$ cat src/rtl/div_seq_ctrl_pkg.sv
// Shared constants and types for the iterative DIV/DIVU sequencer.
// Optional early-out path is enabled with DIV_SEQ_EARLY_OUT_EN.
package div_seq_ctrl_pkg;

    localparam int DIV_WIDTH = 32;

    localparam logic [1:0] DIV_IDLE = 2'd0;
    localparam logic [1:0] DIV_BUSY = 2'd1;
    localparam logic [1:0] DIV_DONE = 2'd2;

    localparam logic [DIV_WIDTH-1:0] DIV_ZERO_QUO = '1;

    typedef struct packed {
        logic neg_q;
        logic neg_r;
    } div_sign_t;

endpackage

$ cat src/rtl/div_seq_ctrl_div_iter_step.sv
// One radix-2 restoring divide iteration, purely combinational.
// Takes the running {rem, quo} pair and produces the next pair.
module div_iter_step #(
    parameter int WIDTH = 32
) (
    input  logic [WIDTH-1:0] rem,
    input  logic [WIDTH-1:0] quo,
    input  logic [WIDTH-1:0] divisor,
    output logic [WIDTH-1:0] rem_next,
    output logic [WIDTH-1:0] quo_next
);

    logic [WIDTH:0] trial;
    logic [WIDTH:0] diff;
    logic           borrow;

    // rem < divisor always holds, so the MSB of diff is a clean borrow
    assign trial    = {rem, quo[WIDTH-1]};
    assign diff     = trial - {1'b0, divisor};
    assign borrow   = diff[WIDTH];
    assign rem_next = borrow ? trial[WIDTH-1:0] : diff[WIDTH-1:0];
    assign quo_next = {quo[WIDTH-2:0], ~borrow};

endmodule

$ cat src/rtl/div_seq_ctrl.sv
// Sequencer for the iterative DIV/DIVU datapath in execute.
// DIV_SEQ_EARLY_OUT_EN enables a 1-cycle path when |src1| < |src2|.
module div_seq_ctrl
    import div_seq_ctrl_pkg::*;
#(
    parameter int WIDTH = DIV_WIDTH,
    parameter int CNT_W = 5
) (
    input  logic             clk,
    input  logic             reset,
    input  logic             start,
    input  logic             is_signed,
    input  logic [WIDTH-1:0] src1,
    input  logic [WIDTH-1:0] src2,
    input  logic             cancel,
    input  logic             out_ready,
    output logic             div_stall,
    output logic             busy,
    output logic             done,
    output logic             hilo_we,
    output logic [WIDTH-1:0] quotient,
    output logic [WIDTH-1:0] remainder
);

    logic [1:0]       state;
    logic [CNT_W-1:0] cnt;
    logic [WIDTH-1:0] rem_q;
    logic [WIDTH-1:0] quo_q;
    logic [WIDTH-1:0] dvs_q;
    logic [WIDTH-1:0] quo_r;
    logic [WIDTH-1:0] rem_r;
    div_sign_t        sgn_q;
    logic             first_q;

    logic             st_idle;
    logic             st_busy;
    logic             st_done;
    logic             s1_neg;
    logic             s2_neg;
    logic [WIDTH-1:0] abs1;
    logic [WIDTH-1:0] abs2;
    logic             launch;
    logic             div_zero;
    logic             early;
    logic             last;
    logic [WIDTH-1:0] rem_nx;
    logic [WIDTH-1:0] quo_nx;
    logic [WIDTH-1:0] quo_fin;
    logic [WIDTH-1:0] rem_fin;

    assign st_idle  = (state == DIV_IDLE);
    assign st_busy  = (state == DIV_BUSY);
    assign st_done  = (state == DIV_DONE);

    assign s1_neg   = is_signed & src1[WIDTH-1];
    assign s2_neg   = is_signed & src2[WIDTH-1];
    assign abs1     = s1_neg ? -src1 : src1;
    assign abs2     = s2_neg ? -src2 : src2;

    assign launch   = st_idle & start & ~cancel;
    assign div_zero = (src2 == '0);
    assign last     = st_busy & (cnt == CNT_W'(WIDTH - 1));

`ifdef DIV_SEQ_EARLY_OUT_EN
    assign early    = (abs1 < abs2);
`else
    assign early    = 1'b0;
`endif

    div_iter_step #(
        .WIDTH(WIDTH)
    ) u_step (
        .rem     (rem_q),
        .quo     (quo_q),
        .divisor (dvs_q),
        .rem_next(rem_nx),
        .quo_next(quo_nx)
    );

    // Sign fix-up is applied to the final iteration output on the way into DONE
    assign quo_fin   = sgn_q.neg_q ? -quo_nx : quo_nx;
    assign rem_fin   = sgn_q.neg_r ? -rem_nx : rem_nx;

    assign div_stall = launch | st_busy;
    assign busy      = ~st_idle;
    assign done      = st_done;
    assign hilo_we   = st_done & first_q & ~cancel;
    assign quotient  = quo_r;
    assign remainder = rem_r;

    always_ff @(posedge clk or posedge reset) begin
        if (reset) begin
            state   <= DIV_IDLE;
            cnt     <= '0;
            rem_q   <= '0;
            quo_q   <= '0;
            dvs_q   <= '0;
            quo_r   <= '0;
            rem_r   <= '0;
            sgn_q   <= '0;
            first_q <= 1'b0;
        end else begin
            first_q <= 1'b0;
            unique case (state)
                DIV_IDLE: begin
                    if (launch) begin
                        if (div_zero) begin
                            state   <= DIV_DONE;
                            quo_r   <= '1;
                            rem_r   <= src1;
                            first_q <= 1'b1;
                        end else if (early) begin
                            state   <= DIV_DONE;
                            quo_r   <= '0;
                            rem_r   <= src1;
                            first_q <= 1'b1;
                        end else begin
                            state       <= DIV_BUSY;
                            cnt         <= '0;
                            rem_q       <= '0;
                            quo_q       <= abs1;
                            dvs_q       <= abs2;
                            sgn_q.neg_q <= s1_neg ^ s2_neg;
                            sgn_q.neg_r <= s1_neg;
                        end
                    end
                end
                DIV_BUSY: begin
                    if (cancel) begin
                        state <= DIV_IDLE;
                    end else begin
                        rem_q <= rem_nx;
                        quo_q <= quo_nx;
                        cnt   <= cnt + CNT_W'(1);
                        if (last) begin
                            state   <= DIV_DONE;
                            quo_r   <= quo_fin;
                            rem_r   <= rem_fin;
                            first_q <= 1'b1;
                        end
                    end
                end
                DIV_DONE: begin
                    if (cancel | out_ready) begin
                        state <= DIV_IDLE;
                    end
                end
                default: begin
                    state <= DIV_IDLE;
                end
            endcase
        end
    end

endmodule

$ cat config.mk
export PLATFORM = sky130hd
export DESIGN_NAME = div_seq_ctrl
export DESIGN_NICKNAME = d
export VERILOG_FILES = /design/src/rtl/div_seq_ctrl_pkg.sv /design/src/rtl/div_seq_ctrl_div_iter_step.sv /design/src/rtl/div_seq_ctrl.sv
export SDC_FILE = /design/constraint.sdc
export NUM_CORES = 1
export LEC_CHECK = 0
export CAP_MARGIN = 40
export CORE_MARGIN = 2
export CORE_UTILIZATION = 25
export DETAILED_ROUTE_END_ITERATION = 6
export GPL_TIMING_DRIVEN = 0
export HOLD_SLACK_MARGIN = 0.05
export PLACE_DENSITY = 0.49
export SETUP_SLACK_MARGIN = 0.5
export SLEW_MARGIN = 10
export SYNTH_ARGS = -nofsm -noshare
export SYNTH_HDL_FRONTEND = slang
export SYNTH_SLANG_ARGS = --single-unit
$ cat constraint.sdc
create_clock -name clk -period 9.7 [get_ports clk]
set_input_delay 1.94 -clock clk [delete_from_list [all_inputs] [get_ports clk]]
set_output_delay 1.94 -clock clk [all_outputs]
set_load 0.02 [all_outputs]
Word level (Yosys, flattened, before mapping)

Cells that the tools add are included.

Mux-type cells: 38
Bitwise logic cells: 14
Reduce and logical (&&, ||, !) cells: 7
Equality and inequality tests: 10
$add $sub $neg: 6

Operators by type and width:

| operator            | count |
|---|---|
| $mux 32             | 19 |
| $pmux 32 s2         | 4 |
| $neg 32->32         | 4 |
| $sub 33x32->33      | 1 |
| $logic_not 32->1    | 1 |
| $mux 5              | 3 |
| $mux 2              | 5 |
| $pmux 5 s2          | 1 |
| $ne 2x1->1 const B  | 4 |
| $and 1x1->1         | 7 |
| $pmux 2 s3          | 1 |
| $reduce_and 3->1    | 2 |
| $add 5x1->5 const B | 1 |
| $eq 5x5->1 const B  | 1 |
| $reduce_and 5->1    | 1 |
| $mux 1              | 4 |
| $ne 2x2->1 const B  | 2 |
| $not 1->1           | 4 |
| $reduce_and 4->1    | 1 |
| $ne 3x2->1 const B  | 1 |
| $eq 2x1->1 const B  | 1 |
| $eq 2x2->1 const B  | 1 |
| $logic_not 2->1     | 1 |
| $or 1x1->1          | 2 |
| other kinds (3)     | 3 |

Output and inout bits: 68
Word-level logic and storage cells: 85
Input bits: 70
Bits in registers: 170

Longest topological paths before layout

Gate-level depths: netlist of the first run.

Word-level depth: 7
Mapped depth: 25
Gate-level depth less buffers: 22

Modules after synthesis

Synthesis of the first run repeated with hierarchy kept, for this count alone.

Cells, all modules: 1459
Area, all modules: 12180.4 um^2

Modules (own cells, without submodules):

| module        | times used | area an instance (um^2) | cells each |
|---|---|---|---|
| div_seq_ctrl  | 1          | 9691.8                  | 1117 |
| div_iter_step | 1          | 2488.6                  | 342 |

Worst setup path after synthesis of the first run

No wires, ideal clock.

Path kind: register to register
From: register quo_q[31]
To: register rem_r[26] (netlist: remainder[26])
Data required time: 9.573 ns
Arrival: 4.940 ns
Period minus slack after synthesis: 5.066 ns
Slack: 4.634 ns
Cell stages (with the launch flop): 26
Cells stage by stage: dfrtp_1 inv_1 ha_1 fa_1 nand2b_1 a21oi_1 a2bb2oi_2 a31o_2 a31oi_2 xnor2_4 inv_4 buf_4 buf_2 buf_1 nand2_1 o21ai_0 inv_1 ha_1 nand2_1 nor4_1 nand2_1 mux2_2 o21a_1 o41ai_1 mux2i_1 nand3_1

Longest elaborated chain between the ends: 7

Ends and longest elaborated chain:

| what                   | RTL line                         | source |
|---|---|---|
| from (decl)            | div_seq_ctrl.sv:28               | `logic [WIDTH-1:0] quo_q;` |
| from (signal assigned) | div_seq_ctrl.sv:121              | `quo_q <= abs1;` |
| from (signal assigned) | div_seq_ctrl.sv:133              | `quo_q <= quo_nx;` |
| $sub 33x32->33         | div_seq_ctrl_div_iter_step.sv:19 | `assign diff = trial - {1'b0, divisor};` |
| $mux 32 (*)            | div_seq_ctrl_div_iter_step.sv:21 | `assign rem_next = borrow ? trial[WIDTH-1:0] : diff[WIDTH-1:0];` |
| $neg 32->32            | div_seq_ctrl.sv:82               | `assign rem_fin = sgn_q.neg_r ? -rem_nx : rem_nx;` |
| $mux 32 (*)            | div_seq_ctrl.sv:82               |  |
| $mux 32 (*)            | div_seq_ctrl.sv:135              | `if (last) begin` |
| $mux 32 (*)            | div_seq_ctrl.sv:129              | `if (cancel) begin` |
| $pmux 32 s2 (*)        | div_seq_ctrl.sv:104              | `unique case (state)` |
| to (signal assigned)   | div_seq_ctrl.sv:110              | `rem_r <= src1;` |
| to (signal assigned)   | div_seq_ctrl.sv:115              | `rem_r <= src1;` |
| to (signal assigned)   | div_seq_ctrl.sv:138              | `rem_r <= rem_fin;` |
| to (decl)              | div_seq_ctrl.sv:31               | `logic [WIDTH-1:0] rem_r;` |

Every way passes the cells marked *; elsewhere a longest branch is shown, timed or not. The select of a mux whose other input is x is not followed.
A chain may end at the register's enable or synchronous reset.

Worst setup path after layout of the first run

From: register quo_q[31]
To: register rem_r[24] (netlist: remainder[24])

The elaborated chain is that of the path after synthesis.

==> metrics.md, run 1 <==
| Metric | Value |
|---|---|
| Run status | complete, no violations |
| Layout fillers | 5332 |
| Fin Setup TNS | 0 ns |
| Rows | 81 |
| Netlist cell types | 86 |
| Commonest non-fill, non-tap cells in the layout | nand2_1, dfrtp_1, nor2_1 |
| Die ar. | 0.0516 mm^2 |
| Max frequency | 0.144 GHz |
| Slew Limit Fails | 0 |
| YS warnings | 0 |
| Post-Syn Instances | 1574 |
| CTS tree | done |
| # Post-CTS Setup Buffers | 0 |
| Initial Utilization | 25.4% |
| HP Class | flop to flop |
| Worst Slack Setup Final | 2.74 ns |
| Hold-fix buffers at CTS | 0 |
| Global Route Usage Sum | a little under a fifth |
| Cells along the critical path | inv_1, ha_1, fa_1, nand2b_1, a21oi_1, a2bb2oi_2, a31o_2, a31oi_2, xnor2_4, inv_4, buf_4, buf_2, buf_1, o21ai_0, inv_1, ha_1, nand2_1, nor4_1, nand2_1, mux2_2, o21bai_1, o41ai_1, mux2i_1, nand3_1 |
| Worst slew margin | between 40% and 50% |
| Residual DRC count | 0 |
| Post-CTS sizing | 0 |
| Vias | around 12000 |
| Peak VDD IR | approximately 0.12 mV |
| Multi-input gate area | 0.00763 mm^2 |
| Critical Path RT | 10.02 ns |
| Final setup viols | 0 |
| Initial antenna violation count | 0 |
| Fin crit period | 6.96 ns |
| Comb pwr share | roughly 44% |
| Design internal power | between 1500 and 2000 uW |
| Area grow syn2layout | 22.7% |
| IO Count | about 140 |
| Antenna Nets Post-Route | 0 |
| Met3 WL post-DR | 1.88 mm |
| Overall die height | ~230 um |
| Htree depth | 4 |
| Most used DFF post-synth | dfrtp_1 |
| FF+latch count, synth | 170 |
| Worst slew pin tran | between 0.7 and 0.8 ns |
| Mapped Area | between 0.01 and 0.015 mm^2 |
| CP Max Fanout | 10 |
| Sequential share of the synthesized area | 34.1% |
| Via density | 5.08 |
| First-pass DRT Iterations | 5 |
| Syn_nets | 1683 |
| Syn avg cell area | 7.92 um^2 |
| Crit path max-delay family | compound AO/OA/AOI/OAI gates |
| CTS sink count | 170 |
| Setup Crit Path Kind | flop to flop |
| Final WL | 47.2 mm |
| First-pass GRT wire length | 71.7 mm |
| CTS buffer count | 17 |
| DP Worst Slack | 2.91 ns |
| Hold violation count in the final report | 0 |
| Switching share of power | 44.0% |
| Critical path capture point type | flop |
| Slowest-stage cell, CP | o41ai_1 |
| Fraction of layout cells with a size suffix above 1 | 5.39% |
| CP startpoint kind | flop |
| Number of enable-type register cells in the synthesized netlist | 0 |
| Max Buffers Root-to-Sink | 2 |
| Seq pwr share | 31.8% |
| Critical path buffers and inverters | 6 |
| Switching Power | between 1000 and 1500 uW |
| Most common cell after layout, fill and taps aside | nand2_1 |
| Setup Skew | 0.0184 ns |
| Final period util | 71.8% |
| DR top layer | met4 |
| Pwr Density | between 150 and 200 mW/mm^2 |
| Nets | 1841 |
| Post-Route M1 WL | 22.4 mm |
| Asr flop ratio synth | 100% |
| Core area | 0.0491 mm^2 |
| Root buffer cell | clkbuf_16 |
| Clock Power Share | between 20% and 30% |
| DP HPWL | 37.8 mm |
| DR iter-0 viols | around 940 |
| Reg area | 0.00425 mm^2 |
| Largest net degree at the start of global routing | around 90 |
| Critical Path AT | about 7.3 ns |
| Leakage power | 0.00624 uW |
| Slowest stage delay, CP | between 0.5 and 0.6 ns |
| Met2 routed WL | 21.7 mm |
| # Max-Cap Violations | 0 |
| Vias in the first global route | 11871 |
| Clock transition at the registers of the reported paths | approximately 0.08 ns |
| Gr ovfl total | 0 |
| Diode count | 0 |
| Routability Congestion | 0.912 |
| Drt wl/cell | 19.6 um |
| RSZ-0062 raised after global routing | no |
| Port bufs | roughly 140 |
| Worst-Skew Late Latency | 0.45 ns |
| Die width | 227 um |
[state kept, by name (all words and copies together), names as in the netlist]
name       flops
state          2
cnt            5
quotient      32
dvs_q         32
rem_q         32
sgn_q          2
remainder     32
first_q        1
quo_q         32
[cell families after synthesis]
family	after synthesis	synth area share, %
simple gates	577	21.7
compound gates	483	23.8
flops	170	34.1
xor+xnor	124	8.87
mux	35	2.89
fa+ha+maj	39	3.98
buf+inv	146	4.61
[area by class of cell]
cell class              instances  area share (%)
clock buffers                  19            2.90
plain buffers                  89            2.34
repair buffers                139            9.23
well taps                     664            5.44
multi-input cells            1258            49.9
flip-flops and latches        170            27.8
inverters                      57            1.47
clock inverters                13           0.860
[metrics by stage]
step / hold WS (ns) / util [%] / instances / area (um^2) / total power [uW]
2_1_floorplan: 0.442 / - / 1574 / 12500 / 1760
3_3_place_gp: 0.465 / 29.9 / 2375 / 14700 / 2130
3_5_place_dp: 0.476 / 30.0 / 2377 / 14700 / 2140
4_1_cts: 0.487 / 31.2 / 2409 / 15300 / 2840
5_1_grt: 0.514 / 31.2 / 2409 / 15300 / 3030
6_report: 0.488 / 31.2 / 2409 / 15300 / 2840
[power by group through the flow]
stage | clock, uW | sequential (uW) | combinational (uW)
4_1_cts | 707 | 899 | 1240
2_1_floorplan | 0 | 881 | 876
3_3_place_gp | 0 | 911 | 1220
5_1_grt | 733 | 916 | 1380
3_5_place_dp | 0 | 913 | 1230
6_report | 697 | 902 | 1240
[layer usage]
| layer | vias up | GRT usage [%] |
|---|---|---|
| met5 | - | 0 |
| met4 | 0 | 6.24 |
| met3 | 63 | 1.83 |
| met2 | 327 | 29.7 |
| met1 | 5916 | 25.3 |
| li1 | 5935 | - |
[worst register-to-register path, delay by kind of cell (launching register included)]
family                   cells  cell delay [ns]
XOR/XNOR                     1             0.24
flip-flops                   1             0.44
multiplexers                 2             0.74
adder cells (fa/ha/maj)      3             0.97
AND/OR/NAND/NOR              5             0.90
buffers and inverters        6             1.41
AO/OA/AOI/OAI                7             2.15
[final timing paths]
kind / start / endpoint / slack, ns / cells past startpoint
min: cnt[3] / cnt[3] / 0.49 / 1
max reg2reg: quo_q[31] / remainder[24] / 2.74 / 24
min reg2reg: cnt[3] / cnt[3] / 0.49 / 1
max in group asynchronous: reset / rem_q[22] / 6.81 / 3
max: quo_q[31] / remainder[24] / 2.74 / 24
min in group asynchronous: reset / quotient[7] / 1.99 / 2
[cells in the mapped netlist (all sizes together), types with 22 or more instances]
library cell | count | share of area, %
nand2 | 220 | 6.6
o21ai | 176 | 7.1
dfrtp | 170 | 34
nor2 | 152 | 4.6
a21oi | 138 | 5.6
clkbuf | 69 | 2.1
xor2 | 64 | 4.5
xnor2 | 60 | 4.4
inv | 56 | 1.7
ha | 38 | 3.8
nor3 | 37 | 1.6
a31oi | 36 | 1.9
mux2i | 27 | 2.2
nand3 | 26 | 1.0
o31ai | 23 | 1.4
or3 | 22 | 1.1
No activity file was read; power rests on OpenSTA's default activity.
==> inputs of run 2 (changes only) <==
- PLACE_DENSITY: 0.49 -> 0.5
- clock period: 9.7 -> 5.9 ns (I/O delays scaled with it)
==> run 2 against run 1 <==
  * Global-route usage up 0.15 points
  * Worst hold slack better by 0.0033 ns
  * First-iteration DRC count decreased by 11%
  * Via count fell by 0.38%
  * Clock skew is 0.0051 ns lower
  * Setup slack lost 2.0 ns
  * Clock power is 79% higher
  * Largest power group unchanged
  * Highest routed layer unchanged
==> metrics.md, run 2 (same netlist as run 1, synthesis figures left out) <==
| Metric | Value |
|---|---|
| Setup Skew | 0.0133 ns (-0.00513 ns) |
| CP startpoint kind | flop |
| Commonest non-fill, non-tap cells in the layout | nand2_1, dfrtp_1, nor2_1 |
| IO Count | 138 (unchanged) |
| Die width | 227 um (unchanged) |
| Worst slew margin | 41.7% (-6.3 points) |
| Setup Crit Path Kind | flop to flop |
| Run status | complete, no violations |
| Via density | 5.04 (-0.91%) |
| Global Route Usage Sum | 18.4% (+0.15 points) |
| Initial Utilization | 25.4% (unchanged) |
| Switching Power | 2100 uW (+68%) |
| Critical Path AT | 5.50 ns (-1.79 ns) |
| Die ar. | 0.0516 mm^2 (unchanged) |
| Largest net degree at the start of global routing | 38 (-57%) |
| Overall die height | 227 um (unchanged) |
| Port bufs | 137 (unchanged) |
| HP Class | flop to flop |
| Pwr Density | 311 mW/mm^2 (+67%) |
| Gr ovfl total | 0 (unchanged) |
| Layout fillers | 5287 (-0.84%) |
| Worst-Skew Late Latency | 0.45 ns (about the same) |
| Design internal power | 2790 uW (+76%) |
| Initial antenna violation count | 0 (unchanged) |
| DR iter-0 viols | 840 (-11%) |
| # Max-Cap Violations | 0 (unchanged) |
| First-pass DRT Iterations | 7 (+2) |
| Residual DRC count | 0 (unchanged) |
| Final period util | 87.7% (+16 points) |
| Pwr Total | 4890 uW (+72%) |
| Max Buffers Root-to-Sink | 2 (unchanged) |
| Leakage power | 0.00641 uW (+2.7%) |
| DP Worst Slack | -0.996 ns (-3.91 ns) |
| Worst slew pin tran | 0.874 ns (+0.0993 ns) |
| CTS tree | done |
| Final setup viols | 0 (unchanged) |
| Fin area | 0.0157 mm^2 (+2.8%) |
| Comb pwr share | 44.1% (+0.4 points) |
| Clock transition at the registers of the reported paths | 0.08 ns (about the same) |
| Vias | 12195 (-0.38%) |
| Fin crit period | 5.18 ns (-1.79 ns) |
| Slew Limit Fails | 0 (unchanged) |
| Final WL | 47.0 mm (-0.32%) |
| RSZ-0062 raised after global routing | no |
| Worst Slack Setup Final | 0.724 ns (-2.01 ns) |
| Nets | 1854 (+0.71%) |
| Max frequency | 0.193 GHz (+35%) |
| Root buffer cell | clkbuf_16 |
| Most common cell after layout, fill and taps aside | nand2_1 |
| Area grow syn2layout | 26.1% |
| Fraction of layout cells with a size suffix above 1 | 8.94% (+3.5 points) |
| Area after DPL | 0.0148 mm^2 (+0.39%) |
| Seq pwr share | 30.3% (-1.5 points) |
| Htree depth | 4 (unchanged) |
| CP Max Fanout | 10 (unchanged) |
| Drt wl/cell | 19.4 um (-0.85%) |
| Fin Hold WS | 0.491 ns (+0.00327 ns) |
| Peak VDD IR | 0.211 mV (+73%) |
| CTS sink count | 170 (unchanged) |
| CTS buffer count | 17 (unchanged) |
| DP HPWL | 37.9 mm (+0.11%) |
| Core area | 0.0491 mm^2 (unchanged) |
| Routability Congestion | 0.900 (-1.3%) |
| Hold violation count in the final report | 0 (unchanged) |
| Hold-fix buffers at CTS | 0 (unchanged) |
| Rows | 81 (unchanged) |
| Vias in the first global route | 11982 (+0.94%) |
| Antenna Nets Post-Route | 0 (unchanged) |
| First-pass GRT wire length | 72.4 mm (+1.1%) |
| Clock Power Share | 25.5% (+0.9 points) |
| Switching share of power | 42.9% (-1.1 points) |
| Critical path capture point type | flop |
| Critical Path RT | 6.22 ns (-3.80 ns) |
run 2: cell count changes in the layout (fill, tap and decap cells not counted), moves of 8 or more:
cell | previous run | this run
dfrtp_1 | 170 | 160
clkbuf_2 | 0 | 8
a21oi_1 | 136 | 128
clkbuf_1 | 70 | 59
dfrtp_2 | 0 | 10
buf_4 | 1 | 11
run 2: critical path, cell delays in order (launching register included):
cell and delay, ns:
dfrtp_1 0.35, inv_1 0.06, ha_2 0.23, fa_2 0.36, nand2b_4 0.17, a21oi_4 0.18
a2bb2oi_4 0.19, a31o_4 0.21, a31oi_4 0.12, xnor2_4 0.26, inv_4 0.08, buf_6 0.16
buf_4 0.19, buf_6 0.17, nand2_1 0.07, o21ai_1 0.10, inv_1 0.12, ha_4 0.17
nand2_1 0.10, nor4_4 0.27, nand2_1 0.09, mux2_4 0.32, o21bai_4 0.20, o41ai_2 0.40
mux2i_1 0.35, nand3_1 0.11
run 2: worst paths after layout:
check,startpoint,to,slack [ns],cells past startpoint
max in group asynchronous,reset,rem_q[26],3.81,5
setup / recovery,quo_q[31],remainder[24],0.72,25
hold reg to reg,remainder[7],remainder[7],0.49,2
min in group asynchronous,reset,quotient[5],1.10,2
setup reg to reg,quo_q[31],remainder[24],0.72,25
hold / removal,remainder[7],remainder[7],0.49,2
run 2: per-stage QoR:
stage | instances | utilization [%] | TNS [ns]
after global placement | 2375 | 29.9 | -7.48
after floorplan | 1574 | - | 0
after global routing | 2421 | 32.0 | 0
final | 2422 | 32.0 | 0
after CTS | 2418 | 31.8 | 0
after detailed placement | 2380 | 30.1 | -7.43
run 2: what timing repair did:
item | 4_1_cts | 5_1_grt
gates resized for setup | 34 | 43
setup endpoints to repair | 21 | 109
buffers inserted | 7 | 3
pin swaps | 7 | 8
run 2: area by class of cell:
type                    instances  area, um^2  share of cell area (%)
diodes                          1        2.50                  0.0159
multi-input cells            1258        7840                    49.9
flip-flops and latches        170        4270                    27.1
plain buffers                  89         387                    2.46
inverters                      57         220                    1.40
clock buffers                  17         425                    2.71
repair buffers                152        1550                    9.84
clock inverters                14         200                    1.27
well taps                     664         831                    5.29
run 2: power groups by stage:
stage / Clock, uW / Sequential, uW / Combinational (uW)
after floorplan: 0 / 1450 / 1440
after global placement: 0 / 1500 / 2000
after detailed placement: 0 / 1500 / 2020
after CTS: 1270 / 1480 / 2110
after global routing: 1320 / 1510 / 2390
final: 1250 / 1480 / 2160
run 2: layer usage:
metal  vias to the layer above  routed length, um  GRT usage [%]
li1                       5972                  -              -
met1                      5853              22200           25.2
met2                       311              22000           30.5
met3                        59               1930           2.34
met4                         0                962           5.04
met5                         -                  0              0
==> inputs of run 3 (changes only) <==
- SLEW_MARGIN: 10 -> default
==> run 3 against run 2 <==
  * Design area fell by 0.43%
  * Non-clock buffer count fell by 3
  * Register-to-register slack improved by 0.06 ns
  * Critical endpoint is now remainder[26]
  * Largest cell class unchanged
  * Largest power group unchanged
==> metrics.md, run 3 (same netlist as run 1, synthesis figures left out) <==
| Metric | Value |
|---|---|
| First-pass GRT wire length | 72.4 mm (about the same) |
| Die ar. | 0.0516 mm^2 (unchanged) |
| Initial antenna violation count | 0 (unchanged) |
| Peak VDD IR | 0.243 mV (+15%) |
| CP Max Fanout | 10 (unchanged) |
| Area grow syn2layout | 25.6% |
| Critical Path RT | 6.24 ns (+0.02 ns) |
| Clock transition at the registers of the reported paths | 0.08 ns (about the same) |
| Antenna Nets Post-Route | 0 (unchanged) |
| Die width | 227 um (unchanged) |
| Hold violation count in the final report | 0 (unchanged) |
| Leakage power | 0.00638 uW (-0.37%) |
| Final WL | 46.9 mm (-0.39%) |
| Most common cell after layout, fill and taps aside | nand2_1 |
| CTS tree | done |
| Critical Path AT | 5.46 ns (-0.04 ns) |
| Hold-fix buffers at CTS | 0 (unchanged) |
| Largest net degree at the start of global routing | 39 (+2.6%) |
| Met2 routed WL | 21.8 mm (-0.63%) |
| Routability Congestion | 0.900 (unchanged) |
| First-pass DRT Iterations | 6 (-1) |
| Pwr Density | 306 mW/mm^2 (-1.6%) |
| Vias | 12147 (-0.39%) |
| # Max-Cap Violations | 0 (unchanged) |
| Run status | complete, no violations |
| Htree depth | 4 (unchanged) |
| Worst slew pin tran | 0.870 ns (-0.00418 ns) |
| Nets | 1851 (-0.16%) |
| Critical path capture point type | flop |
| Core area | 0.0491 mm^2 (unchanged) |
| Final setup viols | 0 (unchanged) |
| Gr ovfl total | 0 (unchanged) |
| Vias in the first global route | 12024 (+0.35%) |
| Global Route Usage Sum | 18.4% (-0.039 points) |
| Max Buffers Root-to-Sink | 2 (unchanged) |
| Via density | 5.02 (-0.23%) |
| Fraction of layout cells with a size suffix above 1 | 8.78% (-0.16 points) |
| CTS sink count | 170 (unchanged) |
| IO Count | 138 (unchanged) |
| Area after DPL | 0.0148 mm^2 (unchanged) |
| Layout fillers | 5275 (-0.23%) |
| DR top layer | met4 |
| CTS buffer count | 17 (unchanged) |
| Max frequency | 0.195 GHz (+1.1%) |
| DR iter-0 viols | 853 (+1.5%) |
| Worst slew margin | 42.0% (+0.28 points) |
| Fin crit period | 5.12 ns (-0.0566 ns) |
| Fin area | 0.0156 mm^2 (-0.43%) |
| Met3 WL post-DR | 2.04 mm (+5.9%) |
| Setup Skew | 0.0202 ns (+0.00685 ns) |
| Port bufs | 137 (unchanged) |
| CP startpoint kind | flop |
| Residual DRC count | 0 (unchanged) |
| Commonest non-fill, non-tap cells in the layout | nand2_1, dfrtp_1, nor2_1 |
| HP Class | flop to flop |
| Initial Utilization | 25.4% (unchanged) |
| Post-Route M1 WL | 22.1 mm (-0.42%) |
| Slew Limit Fails | 0 (unchanged) |
| Overall die height | 227 um (unchanged) |
| Drt wl/cell | 19.4 um (-0.23%) |
| Root buffer cell | clkbuf_16 |
| DP HPWL | 37.8 mm (about the same) |
| Fin Setup TNS | 0 ns (unchanged) |
| Final period util | 86.8% (-0.96 points) |
| Rows | 81 (unchanged) |
| Setup Crit Path Kind | flop to flop |
| RSZ-0062 raised after global routing | no |
| Diode count | 0 (-1) |
| Worst-Skew Late Latency | 0.45 ns (about the same) |
==> run 3: per-layer routing <==
layer	GRT usage (%)	up-vias
met5	0	-
met2	30.6	352
met1	25.1	5780
met3	2.22	50
met4	4.93	0
li1	-	5965
==> run 3: path summary, 6_finish.rpt <==
kind | from | to | slack, ns | cells after the start
hold / removal | remainder[0] | remainder[0] | 0.49 | 2
setup reg to reg | rem_q[4] | remainder[26] | 0.78 | 24
max in group asynchronous | reset | rem_q[26] | 3.83 | 5
min in group asynchronous | reset | quotient[3] | 1.10 | 2
hold reg to reg | remainder[0] | remainder[0] | 0.49 | 2
setup / recovery | rem_q[4] | remainder[26] | 0.78 | 24
==> run 3: repair_timing <==
action                     4_1_cts  5_1_grt
buffers inserted                 7        0
pin swaps                        5        4
cloned                           0        0
resized for setup               36       43
setup endpoints to repair       21      130
==> run 3: worst max-delay path, cell delays in order (launching register included) <==
cell and delay, ns:
dfrtp_2 0.47, ha_1 0.30, buf_2 0.18, a21oi_4 0.19, nand2_1 0.11, a2bb2oi_4 0.19, a31o_4 0.27, a31oi_4 0.24
xnor2_4 0.19, inv_4 0.07, buf_4 0.20, buf_4 0.20, buf_6 0.16, nand2_1 0.06, o21ai_1 0.09, inv_1 0.13
ha_4 0.17, nand2_1 0.10, nor4_4 0.18, nand2_1 0.09, mux2_4 0.33, o21a_2 0.28, o41ai_4 0.38, mux2i_1 0.29
nand3_1 0.10
==> run 3: area by class of cell <==
type                    instances  area (um^2)  share of cell area, %
multi-input cells            1258         7850                   50.1
flip-flops and latches        170         4270                   27.3
repair buffers                149         1520                   9.74
well taps                     664          831                   5.31
clock buffers                  18          439                   2.81
plain buffers                  89          385                   2.46
inverters                      57          220                   1.41
clock inverters                13          138                  0.880
==> run 3: per-stage QoR <==
step                      power (uW)  util, %  std cells  worst slack [ns]  hold WS [ns]
after global placement          3490     29.9       2375             -1.03         0.469
after CTS                       4760     31.7       2418             0.541         0.489
after floorplan                 2890        -       1574             0.834         0.442
final                           4790     31.9       2418             0.781         0.487
after detailed placement        3520     30.1       2380            -0.974         0.473
after global routing            5110     31.9       2418             0.511         0.518
==> run 3: report_power, final <==
part	internal, uW	leakage, uW	switching, uW
Clock	603	0.000280	545
Sequential	1320	0.00225	162
Combinational	783	0.00385	1370
Total	2710	0.00638	2080
